`config.mk`:
```
export PLATFORM = sky130hd
export DESIGN_NAME = chunked_addsub
export DESIGN_NICKNAME = d
export VERILOG_FILES = /design/src/rtl/chunked_addsub.sv
export SDC_FILE = /design/constraint.sdc
export NUM_CORES = 1
export LEC_CHECK = 0
export ABC_AREA = 1
export ABC_CLOCK_PERIOD_IN_PS = 2500
export BUFFER_PORTS_ARGS = -buffer_cell sky130_fd_sc_hd__buf_2
export CORE_UTILIZATION = 40
export CTS_CLUSTER_DIAMETER = 30
export DETAILED_ROUTE_END_ITERATION = 10
export PLACE_DENSITY_LB_ADDON = 0.1
export SYNTH_ARGS = -nofsm -noshare
export SYNTH_HDL_FRONTEND = slang
export SYNTH_SLANG_ARGS = --single-unit
export TNS_END_PERCENT = 1
```
`constraint.sdc`:
```
create_clock -name clk -period 2.5 [get_ports clk]
set_input_delay 0 -clock clk [delete_from_list [all_inputs] [get_ports clk]]
set_output_delay 0 -clock clk [all_outputs]
set_load 0.01 [all_outputs]
```
`src/rtl/chunked_addsub.sv`:
```
// chunked_addsub: N-bit add/sub processed K bits per cycle with a registered inter-chunk carry; CHUNKED_ADDSUB_SAT_EN enables saturation.
// Latency: done pulses N/K cycles after the accept edge; Sum and flags change only on that edge.
// Backpressure: none; start is sampled only while idle and is dropped (never queued) while busy.
module chunked_addsub #(
    parameter int N = 32,
    parameter int K = 8
) (
    input  logic         clk,
    input  logic         rst_n,
    input  logic         start,
    input  logic         sub,
    input  logic [N-1:0] A,
    input  logic [N-1:0] B,
    input  logic         Cin,
    output logic         busy,
    output logic         done,
    output logic [N-1:0] Sum,
    output logic         FlagN,
    output logic         FlagZ,
    output logic         FlagC,
    output logic         FlagV
);

    localparam int P  = N / K;
    localparam int IW = (P > 1) ? $clog2(P) : 1;

    typedef enum logic {IDLE, RUN} state_t;

    state_t         state, state_nxt;
    logic [N-1:0]   a_q, b_q, acc_q;
    logic [IW-1:0]  idx_q;
    logic           carry_q;
    logic [K:0]     chunk_sum;
    logic           msb_cin;
    logic           ovf;
    logic           last;
    logic [N-1:0]   res_full;
    logic [N-1:0]   sum_nxt;

    assign last = (idx_q == IW'(P - 1));

    always_ff @(posedge clk or negedge rst_n) begin
        if (!rst_n) state <= IDLE;
        else        state <= state_nxt;
    end

    always_comb begin
        state_nxt = state;
        case (state)
            IDLE:    if (start) state_nxt = RUN;
            RUN:     if (last)  state_nxt = IDLE;
            default: state_nxt = IDLE;
        endcase
    end

    always_comb begin
        busy = (state == RUN);
    end

    // Operands shift right so the active chunk is always the low K bits;
    // the accumulator fills from the top so chunk 0 lands at bit 0 after P passes.
    always_comb begin
        chunk_sum = {1'b0, a_q[K-1:0]} + {1'b0, b_q[K-1:0]} + {{K{1'b0}}, carry_q};
        msb_cin   = a_q[K-1] ^ b_q[K-1] ^ chunk_sum[K-1];
        ovf       = chunk_sum[K] ^ msb_cin;
        res_full  = N'({chunk_sum[K-1:0], acc_q} >> K);
        sum_nxt   = res_full;
`ifdef CHUNKED_ADDSUB_SAT_EN
        if (ovf) sum_nxt = res_full[N-1] ? {1'b0, {(N-1){1'b1}}} : {1'b1, {(N-1){1'b0}}};
`endif
    end

    always_ff @(posedge clk or negedge rst_n) begin
        if (!rst_n) begin
            a_q     <= '0;
            b_q     <= '0;
            acc_q   <= '0;
            idx_q   <= '0;
            carry_q <= 1'b0;
            done    <= 1'b0;
            Sum     <= '0;
            FlagN   <= 1'b0;
            FlagZ   <= 1'b0;
            FlagC   <= 1'b0;
            FlagV   <= 1'b0;
        end else begin
            done <= 1'b0;
            if (state == IDLE) begin
                if (start) begin
                    a_q     <= A;
                    b_q     <= sub ? ~B : B;
                    carry_q <= sub ? 1'b1 : Cin;
                    idx_q   <= '0;
                end
            end else begin
                a_q     <= a_q >> K;
                b_q     <= b_q >> K;
                acc_q   <= res_full;
                carry_q <= chunk_sum[K];
                idx_q   <= idx_q + IW'(1);
                if (last) begin
                    idx_q <= '0;
                    Sum   <= sum_nxt;
                    FlagN <= sum_nxt[N-1];
                    FlagZ <= (sum_nxt == '0);
                    FlagC <= chunk_sum[K];
                    FlagV <= ovf;
                    done  <= 1'b1;
                end
            end
        end
    end

endmodule

```
Word-level counts from Yosys, hierarchy flattened
Cells that the tools add are included.
Word-level totals
  flip-flop bits (word level): 137
  input bits: 69
  output and inout port bits: 38
  word-level logic and storage cells: 40
Operators by class
  add/sub/neg operators: 3
  equal/unequal tests: 1
  mux-type cells: 16
  bitwise gates (word level): 5
  reductions and logical operators: 3
Operator list (number)
  32-bit two-way mux: 5
  32-bit zero test: 1
  32-bit NOT: 1
  8-bit by 8-bit adder with 9-bit output: 1
  9-bit by 1-bit adder with 9-bit output: 1
  1-bit two-way mux: 7
  2-bit two-way mux: 3
  1-bit XOR: 3
  2-bit by 1-bit adder with 2-bit output (second input constant): 1
  2-bit == test (second input constant): 1
  1-bit one-hot mux with 2 select lines: 1
  2-bit AND reduction: 1
  2-bit nonzero test: 1
  1-bit NOT: 1

Logic depth before layout (Yosys ltp)
  depth in word-level cells: 4
  depth in mapped cells: 11
  gate-level depth less buffers: 11

Worst setup path after synthesis
No wires, ideal clock.
  path type: register -> register
  start: register a_q[0]
  end: register FlagZ
  library setup time: 0.116 ns
  arrival: 1.791 ns
  data required time: 2.384 ns
  path slack: 0.593 ns
  cell stages (with the launch flop): 11
  path buffers: 0
  period minus slack after synthesis: 1.907 ns
  cells stage by stage: dfrtp_1 -> fa_1 -> fa_1 -> nand2_1 -> nand2_1 -> nand3_1 -> nand3_1 -> nand3_1 -> nor2_1 -> nand2_1 -> nand2_1
On the way
  cells in the longest elaborated chain, start to end: 3
Ends and longest elaborated chain
  start: declaration: line 30  | logic [N-1:0] a_q, b_q, acc_q;
  start signal: assignment: line 96  | a_q <= a_q >> K;
  8-bit by 8-bit adder with 9-bit output: line 63  | chunk_sum = {1'b0, a_q[K-1:0]} + {1'b0, b_q[K-1:0]} + {{K{1'b0}}, carry_q};
  9-bit by 1-bit adder with 9-bit output: line 63
  32-bit zero test: line 105  | FlagZ <= (sum_nxt == '0);
  end signal: assignment: line 105
  end: declaration: line 19  | output logic FlagZ,
Every way passes these cells.
A chain may end at the register's enable or synchronous reset.

Worst setup path in the final report
Same ends and word-level chain as after synthesis.

==> report_table.html <==
<table>
<tr><th>Metric</th><th>Value</th></tr>
<tr><th colspan="2">STA</th></tr>
<tr><td>Headroom to the max-slew limit</td><td>38.8%</td></tr>
<tr><td>Highest clock rate</td><td>0.484 GHz</td></tr>
<tr><td>Setup total negative slack</td><td>0 ns</td></tr>
<tr><td>Worst hold margin</td><td>0.138 ns</td></tr>
<tr><td>Slack of the critical path</td><td>0.432 ns</td></tr>
<tr><td>Slew Viols, Final</td><td>0</td></tr>
<tr><td>Final cycle utilization of the critical path</td><td>82.7%</td></tr>
<tr><td>Final hold violation count</td><td>0</td></tr>
<tr><td>Setup repair after global routing missed its margin</td><td>false</td></tr>
<tr><td>Slew @ Worst Pin</td><td>0.918 ns</td></tr>
<tr><td>Clock skew</td><td>around 0.0096 ns</td></tr>
<tr><td>Clock period minus final worst setup slack</td><td>2.07 ns</td></tr>
<tr><td>Setup Viol. Count Final</td><td>0</td></tr>
<tr><th colspan="2">Clocking</th></tr>
<tr><td>Number of buffers added for setup after CTS</td><td>0</td></tr>
<tr><td>Root Driver</td><td>sky130_fd_sc_hd__clkbuf_16</td></tr>
<tr><td>Clock Tree Buf Depth</td><td>2</td></tr>
<tr><td>Number of buffers created by CTS</td><td>17</td></tr>
<tr><td>H-tree depth reported by CTS</td><td>4</td></tr>
<tr><td>Clock latency at the later pin of the worst-skew pair</td><td>0.42 ns</td></tr>
<tr><td>Number of sinks driven by the clock tree</td><td>128</td></tr>
<tr><td>Clk pin slew, worst setup/hold paths</td><td>0.05 ns</td></tr>
<tr><td>CTS tree</td><td>done</td></tr>
<tr><th colspan="2">Floorplan</th></tr>
<tr><td>Die extent in y</td><td>about 120 um</td></tr>
<tr><td>Standard-cell rows</td><td>43</td></tr>
<tr><td>Area of the core</td><td>14,000 um^2</td></tr>
<tr><td>Overall die area</td><td>15,000 um^2</td></tr>
<tr><td>Top-Level Pins</td><td>107</td></tr>
<tr><td>Starting Density</td><td>41.5%</td></tr>
<tr><td>Floorplan die width</td><td>approximately 120 um</td></tr>
<tr><th colspan="2">Cells and area</th></tr>
<tr><td>Number of nets in the final layout</td><td>between 800 and 900</td></tr>
<tr><td>Layout Cell Area excl Fill</td><td>7690 um^2</td></tr>
<tr><td>Register area</td><td>3200 um^2</td></tr>
<tr><td>Multi-input gate area</td><td>2220 um^2</td></tr>
<tr><td>Most frequent cells in the layout</td><td>sky130_fd_sc_hd__nand2_1 (214), sky130_fd_sc_hd__dfrtp_1 (127), sky130_fd_sc_hd__buf_2 (105)</td></tr>
<tr><td>Share of layout cells above drive strength 1</td><td>18.0%</td></tr>
<tr><td>Area grow syn2layout</td><td>32.6%</td></tr>
<tr><td>Most frequent standard cell in the layout excluding fill and tap cells</td><td>sky130_fd_sc_hd__nand2_1</td></tr>
<tr><td>Fill cell count</td><td>~1,300</td></tr>
<tr><td>Antenna cell count</td><td>0</td></tr>
<tr><th colspan="2">Routing</th></tr>
<tr><td>Routed length per instance</td><td>approximately 14 um</td></tr>
<tr><td>Total vias in the final route</td><td>4,853</td></tr>
<tr><td>Total wire length</td><td>between 10 and 15 mm</td></tr>
<tr><td>Number of DRC markers after the initial detailed-route iteration</td><td>286</td></tr>
<tr><td>TritonRoute pass-1 iters</td><td>4</td></tr>
<tr><td>Via/cell ratio</td><td>slightly below 5</td></tr>
<tr><td>Remaining antenna violation count after routing</td><td>0</td></tr>
<tr><td>Number of remaining DRC errors</td><td>0</td></tr>
<tr><th colspan="2">Logic synthesis</th></tr>
<tr><td>Synth Instances</td><td>644</td></tr>
<tr><td>Share of the yosys chip area belonging to registers</td><td>55.2%</td></tr>
<tr><td>Total of warnings raised by yosys</td><td>0</td></tr>
<tr><td>Number of unique standard cell types used by synthesis</td><td>24</td></tr>
<tr><td>Avg Synthesized Cell Area</td><td>9.01 um^2</td></tr>
<tr><td>Cell area after synthesis</td><td>between 5000 and 6000 um^2</td></tr>
<tr><td>Net count after synthesis</td><td>723</td></tr>
<tr><td>Register bit total from synthesis</td><td>128</td></tr>
<tr><th colspan="2">Worst setup path</th></tr>
<tr><td>Worst setup path start</td><td>a_q[0]$_DFFE_PN0P_</td></tr>
<tr><td>Worst path arrival time</td><td>between 2 and 2.5 ns</td></tr>
<tr><td>Critical path data required time</td><td>2.80 ns</td></tr>
<tr><td>Register-to-register setup slack</td><td>0.43 ns</td></tr>
<tr><td>Kind of critical path</td><td>flip-flop to flip-flop</td></tr>
<tr><td>CP Capture Type</td><td>flip-flop</td></tr>
<tr><td>Startpoint types</td><td>flip-flop</td></tr>
<tr><td>Source of the worst register-to-register timing path</td><td>a_q[0]$_DFFE_PN0P_</td></tr>
<tr><td>Largest fanout of any net on the critical path</td><td>3</td></tr>
<tr><th colspan="2">Placed design</th></tr>
<tr><td>RD Place Congestion</td><td>0.841</td></tr>
<tr><td>Number of port buffers</td><td>about 110</td></tr>
<tr><td>Placed instance area</td><td>6460 um^2</td></tr>
<tr><td>Dpl ws</td><td>0.422 ns</td></tr>
<tr><td>Placed wire-length estimate after detailed placement</td><td>between 9 and 10 mm</td></tr>
<tr><th colspan="2">Power</th></tr>
<tr><td>Leakage power</td><td>3.77 nW</td></tr>
<tr><td>Cell Pwr Density</td><td>roughly 1200 nW/um^2</td></tr>
<tr><td>Final Total Pwr</td><td>between 9 and 10 mW</td></tr>
<tr><td>Worst vdd ir</td><td>0.000579 V</td></tr>
<tr><th colspan="2">Global route</th></tr>
<tr><td>Number of antenna violations at the first check in global routing</td><td>0</td></tr>
<tr><td>Residual overflow from global routing</td><td>0</td></tr>
<tr><td>Wire length of the first global-routing pass</td><td>~23 mm</td></tr>
<tr><td>Vias in the first global route</td><td>4,763</td></tr>
<tr><td>Combined global-route utilization of all metal layers</td><td>20.3%</td></tr>
<tr><td>Pin count of the biggest net entering global routing</td><td>between 50 and 60</td></tr>
<tr><th colspan="2">Run</th></tr>
<tr><td>Number of max-cap violations</td><td>0</td></tr>
<tr><th colspan="2">Hold path</th></tr>
<tr><td>Worst min path class</td><td>primary input to asynchronous set/reset pin</td></tr>
<tr><th colspan="2">Run status</th></tr>
<tr><td>Run status</td><td>completed</td></tr>
</table>
==> cell usage after synthesis, drive strengths merged <==
cell type	instances	area (um^2)
a21oi	5	25.0
a22o	4	35.0
a22oi	17	128
a31oi	4	25.0
buf	27	149
clkbuf	8	30.0
dfrtp	128	3200
fa	2	40.0
ha	8	100
inv	53	199
nand2	215	815
nand3	15	75.1
nand4	4	25.0
nor2	26	113
nor3	1	5.00
o211ai	24	180
o21ai	66	330
o221ai	5	43.8
xnor2	32	280
==> routing by layer <==
metal  up-vias  GRT usage, %  part of all wire, %  wire (um)
li1       2430             -                    -          -
met1      2279          27.1                   46       6440
met2       123          31.1                   47       6640
met3        21          4.83                  4.4        618
met4         0          9.38                  2.4        343
met5         -             0                    0          0
==> critical path: stages (launching register included) <==
cell and delay [ns]:
sky130_fd_sc_hd__dfrtp_1 0.40, sky130_fd_sc_hd__fa_1 0.49, sky130_fd_sc_hd__fa_1 0.43, sky130_fd_sc_hd__nand2_1 0.11, sky130_fd_sc_hd__nand2_1 0.07, sky130_fd_sc_hd__nand3_1 0.09
sky130_fd_sc_hd__nand3_1 0.12, sky130_fd_sc_hd__nand3_1 0.11, sky130_fd_sc_hd__nor2_1 0.04, sky130_fd_sc_hd__nand2_1 0.05, sky130_fd_sc_hd__nand2_1 0.04
==> cell families (layout without fill, tap and decap cells) <==
group	count (synthesis)	after routing	synth area share, %
AOI/OAI and AO/OA	125	125	13.2
xor gates and xnor gates	32	32	4.83
adders and majority gates	10	10	2.42
buffers and inverters	88	267	6.51
DFF	128	128	55.2
and+or+nand+nor	261	261	17.8
==> through the flow <==
step	std cells	util [%]
finish	1003	55.0
CTS	1003	55.0
global placement	904	46.2
detailed placement	904	46.2
global route	1003	55.0
floorplan	644	-
==> final timing paths <==
kind                                    endpoint  cells after the start
max                            FlagZ$_DFFE_PN0P_                     10
min reg2reg                  Sum[22]$_DFFE_PN0P_                      2
min                        acc_q[21]$_DFFE_PN0P_                      2
max reg2reg                    FlagZ$_DFFE_PN0P_                     10
min in group clk              a_q[4]$_DFFE_PN0P_                      4
max in group asynchronous    Sum[23]$_DFFE_PN0P_                      3
==> where the power goes <==
| part | internal [mW] | leakage [nW] | switching, mW |
|---|---|---|---|
| combinational | 1.28 | 1.86 | 2.04 |
| clock | 1.51 | 0.279 | 0.856 |
| sequential | 2.98 | 1.63 | 0.571 |
==> state kept, by name, summed over array words and instances (netlist names) <==
name,count
FlagC,1
FlagV,1
FlagZ,1
Sum,32
a_q,32
acc_q,24
b_q,32
busy,1
carry_q,1
done,1
idx_q,2
==> final cells by class <==
class	count	share of cell area, %
flip-flops and latches	128	41.7
multi-input cells	428	28.9
repair buffers	182	16.7
clock buffers	25	6.18
well taps	180	2.93
inverters	53	2.59
clock inverters	7	1.11
==> timing repair <==
item,CTS,global route
gates resized for setup,0,0
endpoints found under the hold margin,112,0
hold buffers,67,0
Power figures use the tool's default switching activity.
